### src/rtl/calc_disp_pkg.sv
`default_nettype none
// ============================================================================
// Module      : calc_disp_pkg
// Description : Shared constants and types for the calculator display path.
//               NUM_DIGITS  - number of multiplexed digits
//               SEG_BLANK   - all segments off (active-low)
//               SEG_DASH    - segment g only, shown for non-decimal nibbles
//               dig_idx_t   - scan index type
// Revision    : 1.0 - initial release
// ============================================================================
package calc_disp_pkg;

  localparam int NUM_DIGITS = 4;

  localparam logic [6:0] SEG_BLANK = 7'h7F;
  localparam logic [6:0] SEG_DASH  = 7'h3F;

  typedef logic [$clog2(NUM_DIGITS)-1:0] dig_idx_t;

  localparam dig_idx_t LAST_DIGIT = dig_idx_t'(NUM_DIGITS - 1);

endpackage : calc_disp_pkg
`default_nettype wire

### src/rtl/bcd_to_7seg.sv
`default_nettype none
// ============================================================================
// Module      : bcd_to_7seg
// Description : Combinational nibble to seven-segment decoder, active-low,
//               segment order {g,f,e,d,c,b,a}. Nibbles above 9 show a dash.
// Ports       : nibble (in 4)  - value to decode
//               seg    (out 7) - active-low segment pattern
// Revision    : 1.0 - initial release
// ============================================================================
module bcd_to_7seg
  import calc_disp_pkg::*;
(
  input  logic [3:0] nibble,
  output logic [6:0] seg
);

  always_comb begin
    seg = SEG_DASH;
    case (nibble)
      4'd0:    seg = 7'h40;
      4'd1:    seg = 7'h79;
      4'd2:    seg = 7'h24;
      4'd3:    seg = 7'h30;
      4'd4:    seg = 7'h19;
      4'd5:    seg = 7'h12;
      4'd6:    seg = 7'h02;
      4'd7:    seg = 7'h78;
      4'd8:    seg = 7'h00;
      4'd9:    seg = 7'h10;
      default: seg = SEG_DASH;
    endcase
  end

endmodule : bcd_to_7seg
`default_nettype wire

### src/rtl/bcd_display_mux.sv
`default_nettype none
// ============================================================================
// Module      : bcd_display_mux
// Description : Time-multiplexed 4-digit common-anode seven-segment driver.
//               A strobed BCD word is held pending and promoted to the
//               displayed word only at frame boundaries, so a scan never
//               mixes two values. Optional leading-zero blanking.
// Ports       : clk        (in)     - system clock, rising edge
//               rst_n      (in)     - synchronous active-low reset
//               bcd        (in 16)  - packed BCD, [3:0] = digit 0
//               bcd_valid  (in)     - one-cycle strobe sampling bcd
//               blank_lz   (in)     - level, blank leading zeros
//               an         (out 4)  - digit enables, active-low one-hot
//               seg        (out 7)  - segments {g,f,e,d,c,b,a}, active-low
//               dp         (out)    - decimal point, always off (1)
//               frame_done (out)    - one-cycle pulse after each frame wrap
// Revision    : 1.0 - initial release
// ============================================================================
module bcd_display_mux
  import calc_disp_pkg::*;
#(
  parameter int REFRESH_DIV = 50000
) (
  input  logic        clk,
  input  logic        rst_n,
  input  logic [15:0] bcd,
  input  logic        bcd_valid,
  input  logic        blank_lz,
  output logic [3:0]  an,
  output logic [6:0]  seg,
  output logic        dp,
  output logic        frame_done
);

  localparam int                 c_div_w    = (REFRESH_DIV > 1) ? $clog2(REFRESH_DIV) : 1;
  localparam logic [c_div_w-1:0] c_div_last = c_div_w'(REFRESH_DIV - 1);

  logic [c_div_w-1:0]    r_div_cnt;
  dig_idx_t              r_dig_idx;
  logic [15:0]           r_pend;
  logic [15:0]           r_disp;
  logic [3:0]            r_an;
  logic [6:0]            r_seg;
  logic                  r_frame_done;

  logic                  w_div_wrap;
  logic                  w_frame_bnd;
  logic [15:0]           w_pend_next;
  logic [3:0]            w_nib;
  logic [6:0]            w_seg;
  logic                  w_blank;
  logic [NUM_DIGITS-1:0] w_lz;
  logic [3:0]            w_an_sel;

  assign w_div_wrap  = (r_div_cnt == c_div_last);
  assign w_frame_bnd = w_div_wrap && (r_dig_idx == LAST_DIGIT);

  // A strobe on the boundary cycle goes straight to the display register.
  assign w_pend_next = bcd_valid ? bcd : r_pend;

  // w_lz[k]: digit k and every digit above it are zero. Digit 0 is never
  // a leading zero, so its bit is tied low.
  for (genvar k = 0; k < NUM_DIGITS; k++) begin : g_lz
    if (k == 0) begin : g_units
      assign w_lz[k] = 1'b0;
    end else if (k == NUM_DIGITS - 1) begin : g_top
      assign w_lz[k] = (r_disp[4*k +: 4] == 4'd0);
    end else begin : g_mid
      assign w_lz[k] = (r_disp[4*k +: 4] == 4'd0) && w_lz[k+1];
    end
  end

  assign w_nib    = r_disp[{r_dig_idx, 2'b00} +: 4];
  assign w_blank  = blank_lz && w_lz[r_dig_idx];
  assign w_an_sel = ~(4'b0001 << r_dig_idx);

  bcd_to_7seg u_dec (
    .nibble (w_nib),
    .seg    (w_seg)
  );

  always_ff @(posedge clk) begin
    if (!rst_n) begin
      r_div_cnt    <= '0;
      r_dig_idx    <= '0;
      r_pend       <= '0;
      r_disp       <= '0;
      r_an         <= 4'hF;
      r_seg        <= SEG_BLANK;
      r_frame_done <= 1'b0;
    end else begin
      if (w_div_wrap) begin
        r_div_cnt <= '0;
        r_dig_idx <= r_dig_idx + 1'b1;
      end else begin
        r_div_cnt <= r_div_cnt + 1'b1;
      end

      r_pend <= w_pend_next;
      if (w_frame_bnd) begin
        r_disp <= w_pend_next;
      end

      r_an         <= w_blank ? 4'hF : w_an_sel;
      r_seg        <= w_blank ? SEG_BLANK : w_seg;
      r_frame_done <= w_frame_bnd;
    end
  end

  assign an         = r_an;
  assign seg        = r_seg;
  assign dp         = 1'b1;
  assign frame_done = r_frame_done;

endmodule : bcd_display_mux
`default_nettype wire

### config.mk
export PLATFORM = sky130hd
export DESIGN_NAME = bcd_display_mux
export DESIGN_NICKNAME = d
export VERILOG_FILES = /design/src/rtl/calc_disp_pkg.sv /design/src/rtl/bcd_to_7seg.sv /design/src/rtl/bcd_display_mux.sv
export SDC_FILE = /design/constraint.sdc
export NUM_CORES = 1
export LEC_CHECK = 0
export BUFFER_PORTS_ARGS = -buffer_cell sky130_fd_sc_hd__buf_2
export CORE_UTILIZATION = 45
export CTS_BUF_LIST = sky130_fd_sc_hd__clkbuf_4
export DETAILED_ROUTE_END_ITERATION = 7
export GPL_ROUTABILITY_DRIVEN = 0
export PLACE_DENSITY = 0.67
export SLEW_MARGIN = 20
export SYNTH_ARGS = -nofsm -noshare
export SYNTH_HDL_FRONTEND = slang
export SYNTH_SLANG_ARGS = --single-unit
### constraint.sdc
create_clock -name clk -period 2.29 [get_ports clk]
set_input_delay 0.229 -clock clk [delete_from_list [all_inputs] [get_ports clk]]
set_output_delay 0.229 -clock clk [all_outputs]
set_load 0.02 [all_outputs]
==> summary.md, run 1 <==
| Metric | Value |
|---|---|
| Crit path kind | reg2reg |
| DRC | 0 |
| FMAX | 470 MHz |
| Pleak | 1.37 nW |
| CTS Buf Count | 9 |
| Tcrit/Tclk final | 92.9% |
| Site Rows | 28 |
| Routed via count | 1875 |
| Post-Synthesis Cell Area | 2760 µm² |
| Top cell type's share of synthesized area | 45.0% |
| Status | complete, no violations |
| Largest net degree at the start of global routing | 49 |
| Setup violators final | 0 |
| CP arrival | 2.36 ns |
| Async set-reset flop share out of synthesis | 0% |
| Netlist cell types | 39 |
| Crit path buffers/inverters | 2 |
| HPWL Detailed | 3170 µm |
| Setup Buffers After CTS | 0 |
| Syn Inst Count | 263 |
| I/O Pins | 33 |
| Clock Skews | 0.0180 ns |
| Remaining global-route overflow | 0 |
| FF/Latch Area | 1240 µm² |
| Nets | 325 |
| Cell Pwr Density | 657 nW/µm² |
| HP Class | in2reg |
| Worst VDD drop | 0.437 mV |
| Met2 WL post-DR | 1960 µm |
| Buffers on Ports | 31 |
| DRT Pass-1 Iters | 4 |
| Final Hold Violating Endpoints | 0 |
| CP top delay family | multiplexers |
| Core Area | 5920 µm² |
| Layout area overhead | 13.5% |
| Routed met1 length | 2360 µm |
| CTS tree | yes |
| Chip Width | 80.3 µm |
| Routed WL per cell | 12.2 µm |
| Critical-path cell list | mux4_2 -> inv_1 -> ha_1 -> inv_1 -> or2_2 -> a21oi_1 -> o211ai_1 |
| First-pass GRT wire length | 7420 µm |
| Dominant cell type by area after synthesis | dfxtp_1 |
| Number of gates resized after cts | 0 |
| Die area | 6450 µm² |
| Total GRT Usage | 15.3% |
| Die Ht | 80.3 µm |
| Layout cells sized above 1 | 25.0% |
| Largest stage delay on the critical path | 0.60 ns |
| Worst-skew pair later-pin latency | 0.39 ns |
| Slowest-stage cell, CP | mux4_2 |
| Met3 wire len | 150 µm |
| Vias per std cell | 5.00 |
| # diodes | 0 |
| Max-slew headroom | 55.4% |
| Minimum clock period | 2.13 ns |
| Synth Net Count | 293 |
| Most Frequent Cell on Critical Path | inv_1 |
| Synth top cells by count | dfxtp_1, and2_1, mux2i_1, nor2b_1, nor2_1 |
| Crit start category | flop |
| Vias in the first global route | 1598 |
| Area of the multi-input gates | 1410 µm² |
| Crit path max fanout | 6 |
| EDFF count, synth | 0 |
| Fill count | 532 |
| Required time worst endpoint | 2.53 ns |
| Area contributors post-synth | dfxtp_1, mux2i_1, mux2_4 |
| Hold_buf cts | 0 |
| Top FF cell, synth | dfxtp_1 |
| RSZ-0062 raised after global routing | no |
| Clk pin slew, worst setup/hold paths | 0.11 ns |
| Syn_area_per_cell | 10.5 µm² |
| Iter 0 DRT Violations | 88 |
| Util after Layout | 52.9% |
| Most numerous cell in the Yosys netlist | dfxtp_1 |
| Root buffer cell | clkbuf_4 |
| Worst Tran Pin Value | 0.670 ns |
| Setup TNS | 0 ns |
| DRT antenna net count | 0 |
| Routed WL | 4590 µm |
| Seq/Total Area, Yosys | 45.0% |
| Longest Clk Path Bufs | 2 |
| Number of synthesized register bits | 62 |
| Initial core utilization | 46.6% |
| Slew Limit Fails | 0 |
| Htree depth | 3 |
| Worst setup EP type | flop |
| Max_cap viols | 0 |
| Initial antenna violation count | 0 |
| Clock sink count | 62 |
| Syn. warnings | 0 |
| Highest routed layer | met4 |
worst min-delay path, stage by stage:
cell and delay, ns:
buf_2 0.08, mux2i_1 0.05, nor2b_1 0.13
layer usage:
metal | vias up | track usage [%]
li1 | 965 | -
met1 | 859 | 20.4
met4 | 0 | 10.0
met3 | 13 | 3.86
met5 | - | 0
met2 | 38 | 21.5
layout by cell type (no fill, tap or decap), drive strengths merged, types with 3 or more instances in the layout:
cell type,n
a21oi,9
and2,19
and3,5
buf,36
clkbuf,11
clkinv,3
dfxtp,62
ha,10
inv,10
mux2,16
mux2i,17
mux4,4
nand2,9
nand3,9
nand4,5
nor2,13
nor2b,17
nor4,3
o211ai,6
o21ai,5
xor2,10
power breakdown:
part	internal, mW	total, mW	switching (mW)
logic	0.0465	0.105	0.0581
registers	1.11	1.11	0.00821
clock network	0.461	0.838	0.377
total	1.61	2.06	0.443
flip-flops by register name, indices dropped and copies added (netlist names):
name and flops:
an 4, frame_done 1, r_dig_idx 2, r_disp 16, r_div_cnt 16, r_pend 16, seg 7
final timing paths:
path              slack, ns                       from  cells past startpoint                       to
setup reg to reg       0.16  r_dig_idx[0]$_SDFFE_PN0P_                      7        seg[5]$_SDFF_PP1_
hold reg to reg        0.45    r_div_cnt[0]$_SDFF_PP0_                      1  r_div_cnt[0]$_SDFF_PP0_
hold / removal         0.13                     bcd[6]                      3     r_pend[6]$_SDFF_PN0_
setup / recovery       0.16  r_dig_idx[0]$_SDFFE_PN0P_                      7        seg[5]$_SDFF_PP1_
kinds of logic (layout without fill, tap and decap cells):
kind of cell    Yosys count  in the layout  synth area share, %
simple gates             93             93                 20.3
flops                    62             62                 45.0
mux                      37             37                 17.3
buf+inv                  25             62                 3.90
compound gates           23             23                 4.99
xor+xnor                 12             12                 3.81
fa+ha+maj                10             10                 4.54
other cells               1              1                0.136
metrics by stage:
stage	setup WS [ns]	hold WS, ns	power [mW]	instances	area (µm²)
after floorplan	0.132	0.413	1.21	263	2760
after global placement	0.209	0.424	1.24	359	2980
after detailed placement	0.169	0.432	1.24	359	2980
after CTS	0.156	0.112	2.08	375	3130
after global routing	0.0507	0.144	2.14	375	3130
final	0.163	0.135	2.06	375	3130
area by class of cell:
class	count	area share (%)
Clock buffer	11	2.64
Timing Repair Buffer	36	6.15
Sequential cell	62	39.6
Inverter	10	1.20
Tap cell	75	3.00
Multi-Input combinational cell	176	45.0
Clock inverter	5	2.36
Power figures use the tool's default switching activity.
==> run 2, diff against run 1 <==
--- a/config.mk
+++ b/config.mk
@@ -11,6 +11,7 @@
 export DETAILED_ROUTE_END_ITERATION = 7
 export GPL_ROUTABILITY_DRIVEN = 0
 export PLACE_DENSITY = 0.67
+export RECOVER_POWER = 100
 export SLEW_MARGIN = 20
 export SYNTH_ARGS = -nofsm -noshare
 export SYNTH_HDL_FRONTEND = slang
==> run 2 against run 1 <==
Net effect:
- die area stayed put
- worst hold slack worse by 0.015 ns
- clock power about the same
- sequential power barely moved
- cell count did not move
- fmax hardly changed
- design area fell by 2.0%
- combinational power decreased by 5%
- clock-buffer cell count did not move
- worst setup slack barely moved
- via count increased by 0.59%
- sequential share of layout area rose by 0.81 points
==> summary.md, run 2 (synthesized netlist as in run 1, its figures left out) <==
| Metric | Value |
|---|---|
| Die area | 6450 µm² (unchanged) |
| Power share of the clock group | 40.9% (about the same) |
| Placed instance count | 359 (unchanged) |
| DRT Pass-1 Iters | 4 (unchanged) |
| Worst VDD drop | 0.438 mV (about the same) |
| Worst reg-to-reg setup slack | 0.16 ns (about the same) |
| Cell Pwr Density | 669 nW/µm² (+1.9%) |
| Top flop regs | r_disp: 16 flops, r_div_cnt: 16 flops, r_pend: 16 flops |
| Minimum clock period | 2.13 ns (+0.000140 ns) |
| Routed via count | 1886 (+0.59%) |
| Setup Buffers After CTS | 0 (unchanged) |
| Worst-skew pair later-pin latency | 0.40 ns (about the same) |
| Root buffer cell | clkbuf_4 |
| FMAX | 470 MHz (about the same) |
| Routed WL | 4640 µm (+1.1%) |
| Setup TNS | 0 ns (unchanged) |
| Final Hold Violating Endpoints | 0 (unchanged) |
| Die Ht | 80.3 µm (unchanged) |
| P_int | 1.61 mW (-0.21%) |
| Sequential share of power | 54.2% (about the same) |
| Hold Path Depth | 3 (unchanged) |
| Hold_buf cts | 0 (unchanged) |
| Chip Width | 80.3 µm (unchanged) |
| Post-Layout Cell Count | 375 (unchanged) |
| Sw Share | 21.6% (+0.069 points) |
| FF/Latch Area | 1240 µm² (unchanged) |
| Longest Clk Path Bufs | 2 (unchanged) |
| Required time worst endpoint | 2.53 ns (about the same) |
| Clk pin slew, worst setup/hold paths | 0.11 ns (about the same) |
| Vias in the first global route | 1598 (unchanged) |
| Routed WL per cell | 12.4 µm (+1.1%) |
| Area of the multi-input gates | 1370 µm² (-2.7%) |
| Initial core utilization | 46.6% (unchanged) |
| Initial antenna violation count | 0 (unchanged) |
| Setup violators final | 0 (unchanged) |
| Clock sink count | 62 (unchanged) |
| Pleak | 1.31 nW (-4.7%) |
| First-pass GRT wire length | 7420 µm (unchanged) |
| Vias per std cell | 5.03 (+0.59%) |
| Comb power frac | 4.9% (-0.2 points) |
| Crit start category | flop |
| Worst Tran Pin Value | 0.668 ns (-0.00186 ns) |
| Clock Skews | 0.0178 ns (-0.000255 ns) |
| Layout area overhead | 11.2% |
| CP arrival | 2.37 ns (about the same) |
| DRC | 0 (unchanged) |
| Crit path max fanout | 6 (unchanged) |
| Max_cap viols | 0 (unchanged) |
| Iter 0 DRT Violations | 83 (-5.7%) |
| HPWL Detailed | 3170 µm (unchanged) |
| Worst setup EP type | flop |
| Number of gates resized after cts | 0 (unchanged) |
| Remaining global-route overflow | 0 (unchanged) |
| Largest net degree at the start of global routing | 49 (unchanged) |
| Commonest non-fill, non-tap cell in the layout | dfxtp_1 |
| Max-slew headroom | 55.5% (+0.12 points) |
| RSZ-0062 raised after global routing | no |
| Reg2Reg Depth | 7 (unchanged) |
| DRT antenna net count | 0 (unchanged) |
| Commonest cells after routing, fill and taps aside | dfxtp_1, and2_1, buf_2 |
| # diodes | 0 (unchanged) |
| Fill count | 557 (+4.7%) |
| Tot Pwr | 2.05 mW (-0.13%) |
| Sw Pwr | 444 µW (+0.19%) |
| Crit path kind | reg2reg |
| I/O Pins | 33 (unchanged) |
| Htree depth | 3 (unchanged) |
| Tcrit/Tclk final | 92.9% (about the same) |
| Total GRT Usage | 15.3% (unchanged) |
| Core Area | 5920 µm² (unchanged) |
| Worst Hold Margin | 0.120 ns (-0.0145 ns) |
| Slew Limit Fails | 0 (unchanged) |
| Nets | 325 (unchanged) |
| CTS Buf Count | 9 (unchanged) |
| HP Class | in2reg |
| CTS tree | yes |
| Layout cells sized above 1 | 17.0% (-8.0 points) |
| Buffers on Ports | 31 (unchanged) |
| Site Rows | 28 (unchanged) |
| Status | complete, no violations |
## run 2: cell type report
| type | instances | area share, % |
|---|---|---|
| multi-input combinational | 176 | 44.7 |
| sequential | 62 | 40.4 |
| tap | 75 | 3.06 |
| clock inverter | 5 | 2.41 |
| clock buffer | 11 | 2.69 |
| inverter | 10 | 1.22 |
| timing repair buffer | 36 | 5.46 |
## run 2: worst max-delay path, stage by stage (launching register included)
cell,delay [ns]
dfxtp_1,0.51
mux4_2,0.60
inv_1,0.16
ha_1,0.16
inv_1,0.03
or2_2,0.29
a21oi_1,0.13
o211ai_1,0.09
## run 2: per-stage QoR
step | setup WS, ns | area (µm²) | utilization (%)
2_1_floorplan | 0.132 | 2760 | -
4_1_cts | 0.156 | 3130 | 52.9
3_5_place_dp | 0.169 | 2980 | 50.3
5_1_grt | 0.0532 | 3070 | 51.8
6_report | 0.163 | 3070 | 51.8
3_3_place_gp | 0.209 | 2980 | 50.3
## run 2: power groups by stage
stage | clock [mW] | combinational [mW] | sequential (mW)
final | 0.840 | 0.100 | 1.11
after floorplan | 0 | 0.0643 | 1.15
after global placement | 0 | 0.105 | 1.14
after detailed placement | 0 | 0.106 | 1.14
after CTS | 0.862 | 0.106 | 1.11
after global routing | 0.902 | 0.114 | 1.12
## run 2: path summary, 6_finish.rpt
| check | to | from |
|---|---|---|
| setup / recovery | seg[5]$_SDFF_PP1_ | r_dig_idx[0]$_SDFFE_PN0P_ |
| hold / removal | r_pend[6]$_SDFF_PN0_ | bcd[6] |
| setup reg to reg | seg[5]$_SDFF_PP1_ | r_dig_idx[0]$_SDFFE_PN0P_ |
| hold reg to reg | r_div_cnt[0]$_SDFF_PP0_ | r_div_cnt[0]$_SDFF_PP0_ |
## run 2: layer usage
metal | up-vias | routed length [µm] | GRT usage [%]
li1 | 968 | - | -
met2 | 51 | 1970 | 21.5
met1 | 852 | 2360 | 20.4
met5 | - | 0 | 0
met4 | 0 | 128 | 10.0
met3 | 15 | 185 | 3.86
